==> src/rtl/score_display_ctrl_pkg.sv <==
// Shared game definitions: game state encoding, score ceiling, converter
// state encoding and small saturation / state-legalising helpers.
// Used by score_display_ctrl (optional HISCORE_EN build) and bin2bcd_seq.
package score_display_ctrl_pkg;

  typedef enum logic [2:0] {
    ST_IDLE = 3'd0,
    ST_RUN  = 3'd1,
    ST_OVER = 3'd2,
    ST_WIN  = 3'd3
  } state_t;

  // Largest value the two-digit display can show; also the score counter ceiling.
  localparam logic [6:0] SCORE_MAX = 7'd99;

  typedef enum logic [1:0] {
    CV_IDLE  = 2'd0,
    CV_SHIFT = 2'd1,
    CV_DONE  = 2'd2
  } cv_state_t;

  // Clamp a 7-bit value to the displayable range.
  function automatic logic [6:0] sat_score(input logic [6:0] v);
    return (v > SCORE_MAX) ? SCORE_MAX : v;
  endfunction

  // Encodings 4..7 behave as IDLE.
  function automatic state_t legal_state(input logic [2:0] s);
    case (s)
      3'd1:    return ST_RUN;
      3'd2:    return ST_OVER;
      3'd3:    return ST_WIN;
      default: return ST_IDLE;
    endcase
  endfunction

endpackage

==> src/rtl/score_display_ctrl_bin2bcd_seq.sv <==
// Sequential shift-add-3 (double-dabble) converter, 7-bit binary to two BCD
// digits. A start seen in CV_IDLE captures bin; seven shift cycles later the
// result sits in the upper byte of the shift register and done is high for
// exactly one cycle (CV_DONE). ones/tens are only meaningful while done=1.
module bin2bcd_seq
  import score_display_ctrl_pkg::*;
(
  input  logic       clk,
  input  logic       reset,
  input  logic       start,
  input  logic [6:0] bin,
  output logic       done,
  output logic [3:0] ones,
  output logic [3:0] tens
);

  cv_state_t   r_state;
  logic [14:0] r_sh;     // [14:11] tens, [10:7] ones, [6:0] binary being consumed
  logic [2:0]  r_cnt;
  logic [14:0] w_adj;

  // Add-3 correction of each BCD nibble ahead of the shift.
  always_comb begin
    w_adj = r_sh;
    if (r_sh[10:7] >= 4'd5) w_adj[10:7] = r_sh[10:7] + 4'd3;
    if (r_sh[14:11] >= 4'd5) w_adj[14:11] = r_sh[14:11] + 4'd3;
  end

  // Converter FSM: capture, seven correct-and-shift steps, one result cycle.
  always_ff @(posedge clk or posedge reset) begin
    if (reset) begin
      r_state <= CV_IDLE;
      r_sh    <= '0;
      r_cnt   <= '0;
    end else begin
      case (r_state)
        CV_IDLE: begin
          if (start) begin
            r_sh    <= {8'd0, bin};
            r_cnt   <= '0;
            r_state <= CV_SHIFT;
          end
        end
        CV_SHIFT: begin
          r_sh <= w_adj << 1;
          if (r_cnt == 3'd6) begin
            r_state <= CV_DONE;
          end else begin
            r_cnt <= r_cnt + 3'd1;
          end
        end
        CV_DONE: r_state <= CV_IDLE;
        default: r_state <= CV_IDLE;
      endcase
    end
  end

  assign done = (r_state == CV_DONE);
  assign ones = r_sh[10:7];
  assign tens = r_sh[14:11];

endmodule

==> src/rtl/score_display_ctrl.sv <==
// Score display controller: picks the value to show (score, or the session
// high score in OVER/WIN when built with HISCORE_EN), converts it to BCD via
// bin2bcd_seq, multiplexes the two digits onto one bus and flashes the
// display in OVER/WIN. Without HISCORE_EN the high score reads 0 and OVER/WIN
// show the live score.
module score_display_ctrl
  import score_display_ctrl_pkg::*;
#(
  parameter int MUX_DIV   = 1000,
  parameter int FLASH_DIV = 250000
) (
  input  logic       clk,
  input  logic       reset,
  input  logic [2:0] state,
  input  logic [6:0] score,
  output logic [3:0] bcd_ones,
  output logic [3:0] bcd_tens,
  output logic       bcd_valid,
  output logic [3:0] display_out,
  output logic       digit_sel,
  output logic       digit_en,
  output logic [6:0] hi_score
);

  localparam int MUX_W   = (MUX_DIV > 2) ? $clog2(MUX_DIV) : 1;
  localparam int FLASH_W = (FLASH_DIV > 2) ? $clog2(FLASH_DIV) : 1;

  state_t w_state;
  logic   w_end;
  logic [6:0] w_score_sat;
  logic [6:0] w_src;
  logic [6:0] w_src_sat;

  assign w_state     = legal_state(state);
  assign w_end       = (w_state == ST_OVER) || (w_state == ST_WIN);
  assign w_score_sat = sat_score(score);

`ifdef HISCORE_EN
  logic [6:0] r_hi_score;
  state_t     r_prev_state;

  // Raise the high score on the cycle the game enters OVER or WIN.
  always_ff @(posedge clk or posedge reset) begin
    if (reset) begin
      r_hi_score   <= '0;
      r_prev_state <= ST_IDLE;
    end else begin
      r_prev_state <= w_state;
      if (w_end && (w_state != r_prev_state) && (w_score_sat > r_hi_score))
        r_hi_score <= w_score_sat;
    end
  end

  assign hi_score = r_hi_score;
  assign w_src    = w_end ? r_hi_score : score;
`else
  assign hi_score = 7'd0;
  assign w_src    = score;
`endif

  assign w_src_sat = sat_score(w_src);

  // Conversion bookkeeping: r_busy mirrors the converter being out of CV_IDLE.
  logic       r_first;
  logic       r_busy;
  logic [6:0] r_cap_src;
  logic [6:0] r_last_src;
  logic [3:0] r_bcd_ones;
  logic [3:0] r_bcd_tens;
  logic       r_bcd_valid;
  logic       w_start;
  logic       w_done;
  logic [3:0] w_ones;
  logic [3:0] w_tens;

  assign w_start = !r_busy && (r_first || (w_src_sat != r_last_src));

  bin2bcd_seq u_bin2bcd (
    .clk   (clk),
    .reset (reset),
    .start (w_start),
    .bin   (w_src_sat),
    .done  (w_done),
    .ones  (w_ones),
    .tens  (w_tens)
  );

  // Launch a conversion when the source moves; publish the digits when it ends.
  always_ff @(posedge clk or posedge reset) begin
    if (reset) begin
      r_first     <= 1'b1;
      r_busy      <= 1'b0;
      r_cap_src   <= '0;
      r_last_src  <= '0;
      r_bcd_ones  <= '0;
      r_bcd_tens  <= '0;
      r_bcd_valid <= 1'b0;
    end else if (w_start) begin
      r_first     <= 1'b0;
      r_busy      <= 1'b1;
      r_cap_src   <= w_src_sat;
      r_bcd_valid <= 1'b0;
    end else if (w_done) begin
      r_busy      <= 1'b0;
      r_bcd_ones  <= w_ones;
      r_bcd_tens  <= w_tens;
      r_bcd_valid <= 1'b1;
      r_last_src  <= r_cap_src;
    end
  end

  logic [MUX_W-1:0] r_mux_cnt;
  logic             r_digit_sel;
  logic [3:0]       r_display;

  // Free-running digit multiplexer; the digit bus lags digit_sel by one cycle.
  always_ff @(posedge clk or posedge reset) begin
    if (reset) begin
      r_mux_cnt   <= '0;
      r_digit_sel <= 1'b0;
      r_display   <= '0;
    end else begin
      if (r_mux_cnt == MUX_W'(MUX_DIV - 1)) begin
        r_mux_cnt   <= '0;
        r_digit_sel <= ~r_digit_sel;
      end else begin
        r_mux_cnt <= r_mux_cnt + 1'b1;
      end
      r_display <= r_digit_sel ? r_bcd_tens : r_bcd_ones;
    end
  end

  logic [FLASH_W-1:0] r_flash_cnt;
  logic               r_flash_off;

  // Flash timer runs only in OVER/WIN and restarts lit on every entry.
  always_ff @(posedge clk or posedge reset) begin
    if (reset) begin
      r_flash_cnt <= '0;
      r_flash_off <= 1'b0;
    end else if (!w_end) begin
      r_flash_cnt <= '0;
      r_flash_off <= 1'b0;
    end else if (r_flash_cnt == FLASH_W'(FLASH_DIV - 1)) begin
      r_flash_cnt <= '0;
      r_flash_off <= ~r_flash_off;
    end else begin
      r_flash_cnt <= r_flash_cnt + 1'b1;
    end
  end

  assign bcd_ones    = r_bcd_ones;
  assign bcd_tens    = r_bcd_tens;
  assign bcd_valid   = r_bcd_valid;
  assign display_out = r_display;
  assign digit_sel   = r_digit_sel;
  assign digit_en    = r_bcd_valid
                     && !(r_digit_sel && (r_bcd_tens == 4'd0))
                     && !(w_end && r_flash_off);

endmodule

==> config.mk <==
export PLATFORM = sky130hd
export DESIGN_NAME = score_display_ctrl
export DESIGN_NICKNAME = d
export VERILOG_FILES = /design/src/rtl/score_display_ctrl_pkg.sv /design/src/rtl/score_display_ctrl_bin2bcd_seq.sv /design/src/rtl/score_display_ctrl.sv
export SDC_FILE = /design/constraint.sdc
export NUM_CORES = 1
export LEC_CHECK = 0
export ABC_AREA = 1
export BUFFER_PORTS_ARGS = -buffer_cell sky130_fd_sc_hd__buf_2
export CORE_AREA = 4 4 109 90
export CTS_BUF_LIST = sky130_fd_sc_hd__clkbuf_8 sky130_fd_sc_hd__clkbuf_16
export DETAILED_ROUTE_END_ITERATION = 6
export DIE_AREA = 0 0 113 94
export GPL_ROUTABILITY_DRIVEN = 1
export GPL_TIMING_DRIVEN = 0
export PLACE_DENSITY_LB_ADDON = 0.3
export SLEW_MARGIN = 25
export SYNTH_ARGS = -nofsm -noshare
export SYNTH_HDL_FRONTEND = slang
export SYNTH_HIERARCHICAL = 1
export SYNTH_SLANG_ARGS = --single-unit
==> constraint.sdc <==
create_clock -name clk -period 1.83 [get_ports clk]
set_input_delay 0.183 -clock clk [delete_from_list [all_inputs] [get_ports clk]]
set_output_delay 0.183 -clock clk [all_outputs]
set_load 0.02 [all_outputs]
==> impl_metrics.csv <==
group,metric,value,unit
cells_and_area,final_layout_size_suffix_gt1_share,22.3,%
sta,final-setup-viol-count,0,
global_routing,track_usage,16.4,%
placement,place_hpwl,5840,um
critical_path,crit_path_cell_trace,"ha_4, nand2_2, nor2_4, nand2_2, nor2_4, nand2_2, nor2_4, buf_6, nand3_1, nand2_1, nand2_1, nand2_1, nor2_1",
global_routing,grt_pass1_wl,14100,um
critical_path,arrival,1.95,ns
synth,synth_edf_count,0,
pwr,pwr-share-clk,24.3,%
cells_and_area,final_area,4890,um^2
clock_tree,clkLatencyLatePin,0.35,ns
die,dieWidth,113,um
pwr,seq_power_share,41.2,%
synth,synth-warning-count,6,
drt,drtIter0Drc,129,
synth,netlist_area,4120,um^2
critical_path,slowest_stage,"dfrtp_1",
sta,rsz0062_at_grt,"yes",
global_routing,grt_antenna_before_repair,0,
synth,yosysTopAreaCellShare,47.4,%
die,initial_core_util,46.8,%
global_routing,grt_max_degree,56,
synth,ys_top_cells_by_count,"134 x nand2_1, 78 x dfrtp_1, 53 x inv_1, 53 x nor2_1, 37 x nand3_1",
die,rows,31,
drt,wire_per_inst,12.2,um
placement,io_buffers,25,
cells_and_area,insertedDiodeCount,0,
cells_and_area,fin_nets,579,
global_routing,overflow,0,
status,status,"completed",
pwr,peakVddDrop,0.848,mV
critical_path,critPathMaxFanout,3,
drt,wirelength,8300,um
drt,drc,0,
cells_and_area,seq_area,1980,um^2
die,ioPinCount,34,
drt,num_vias,3328,
clock_tree,cts_buffers,9,
synth,seq_area_frac_synth,48.0,%
critical_path,criticalPathCategory,"flop to flop",
placement,dp_worst_setup_slack,-0.187,ns
synth,synth_top_cell_by_area,"dfrtp_1",
pwr,switching_share,35.7,%
sta,fin_crit_sh,94.2,%
sta,layout_min_cycle_time,1.72,ns
pwr,leakagePower,2.45,nW
synth,synth_most_common_cell,"nand2_1",
sta,setup_ws,0.106,ns
synth,ys.flop_type,"dfrtp_1",
clock_tree,tritoncts,"done",
clock_tree,cts_root_buf,"clkbuf_8",
critical_path,start_kind,"flop",
critical_path,cpPeakStageDelay,0.42,ns
critical_path,crit_buf_inv,1,
pwr,p_comb_share,34.5,%
sta,finalHoldViolations,0,
drt,postRouteAntennaNets,0,
cells_and_area,postLayoutCoreUtil,55.5,%
worst_hold_path,hold_depth,4,
sta,max_freq,580,MHz
placement,gp_congestion,0.873,
die,die_area,10600,um^2
worst_hold_path,hold_path_class,"input pin to flop",
clock_tree,clockBufferDepth,2,
sta,finalClockSkew,0.00634,ns
drt,drtPass1Iterations,4,
clock_tree,cts.sinks,79,
placement,dpl_cell_area,4440,um^2
critical_path,ff2ff_path_depth,13,
cells_and_area,multi_input_area,1820,um^2
synth,synth-seq-cells,79,
flow_run,max-cap-violations,0,
sta,slew_headroom,47.7,%
global_routing,first_global_vias,3120,
synth,avgSynthCellArea,8.19,um^2
clock_tree,cts.clk_slew.worst_paths,0.08,ns
cells_and_area,area_growth,18.5,%
critical_path,cp-end-kind,"flop",
sta,worst_slew_pin_slew,0.783,ns
synth,ys_types,37,
clock_tree,cts_max_level,3,
pwr,power,6.11,mW
pwr,p_switching,2.18,mW
critical_path,cp_top_family,"simple AND/OR/NAND/NOR gates",
synth,synthArstFlopShare,100,%
cells_and_area,nFillCells,764,
critical_path,cp.depth,13,
critical_path,crit_required,2.05,ns
synth,postSynthCellCount,503,
die,die_height,94,um
drt,vias_per_cell,4.90,
die,core_area,8800,um^2
pwr,p_int,3.93,mW
synth,netlist_top_cells_area,"dfrtp_1 47%, nand2_1 12%, inv_1 4.8%",
sta,maxSlewViolCount,0,
pwr,power.density,1250,nW/um^2
## layer usage
metal / wire length (um) / track usage, % / vias to the layer above / share of wire (%)
li1: - / - / 1692 / -
met1: 3930 / 20.9 / 1576 / 47
met2: 3970 / 27.2 / 49 / 48
met3: 275 / 4.44 / 11 / 3.3
met4: 135 / 5.11 / 0 / 1.6
met5: 0 / 0 / - / 0
## power groups by stage
stage	sequential (mW)	clock, mW	combinational (mW)
CTS	2.51	1.52	1.95
finish	2.52	1.48	2.11
global route	2.59	1.60	2.39
global placement	2.52	0	1.86
floorplan	2.58	0	1.41
detailed placement	2.54	0	1.94
## placed cells by master (no fill, tap or decap), types with 7 or more instances in the layout
cell type  Yosys  final
a21oi_1       11     11
buf_2          2     27
buf_4         18     29
clkbuf_8       0     11
conb_1         1      7
dfrtp_1       78     76
ha_1           8      7
inv_1         53     52
nand2_1      134    130
nand2_2        8     10
nand3_1       37     37
nand4_1       11     11
nor2_1        53     50
nor3_1        10     10
o21ai_0       16     15
xor2_1         8      8
## final cells by class
type / count / area share (%)
timing repair buffer: 40 / 5.76
multi-input combinational: 345 / 37.2
inverter: 57 / 4.61
tap: 115 / 2.94
buffer: 27 / 4.20
clock inverter: 5 / 1.64
sequential: 79 / 40.5
clock buffer: 11 / 3.10
## flip-flops by register name, indices dropped and copies added (netlist names)
name / count
display_out: 4
r_flash_off: 1
bcd_ones: 4
u_bin2bcd/r_state: 2
r_last_src: 7
r_first: 1
r_flash_cnt: 18
r_busy: 1
r_cap_src: 7
bcd_tens: 4
u_bin2bcd/r_sh: 15
r_mux_cnt: 10
bcd_valid: 1
digit_sel: 1
u_bin2bcd/r_cnt: 3
## cells by family after synthesis
kind of cell | synth area share, %
and+or+nand+nor | 30.6
buffers and inverters | 10.4
DFF | 48.0
AOI/OAI and AO/OA | 5.95
xor gates and xnor gates | 2.55
adders and majority gates | 2.43
other | 0.0910
## path summary, 6_finish.rpt
path	slack (ns)	start	to
worst max-delay path	0.11	r_flash_cnt[1]	r_flash_cnt[16]
worst min-delay path	0.16	state[2]	r_flash_cnt[7]
worst max register to register	0.11	r_flash_cnt[1]	r_flash_cnt[16]
worst min register to register	0.46	r_first	r_first
max in group asynchronous	0.78	reset	u_bin2bcd/r_cnt[0]
min in group asynchronous	0.26	reset	bcd_tens[1]
## worst min-delay path: stages
cell and delay (ns):
buf_2 0.07, nor2_1 0.08, nand3_1 0.09, nor2_1 0.04
## repair_timing
item / 4_1_cts / 5_1_grt
buffers inserted: 0 / 12
endpoints found under the hold margin: 58 / 0
hold buffers: 1 / 0
resized for setup: 3 / 23
setup endpoints to repair: 8 / 28
pin swaps: 1 / 16
gates cloned: 0 / 1
## through the flow
stage | hold WS [ns] | std cells | TNS (ns)
finish | 0.156 | 679 | 0
global route | 0.169 | 679 | -0.400
CTS | 0.133 | 666 | 0
detailed placement | 0.0813 | 650 | -1.38
global placement | 0.376 | 649 | -32.16
floorplan | 0.147 | 509 | 0
Note: power is estimated with default switching activity, not from simulation.
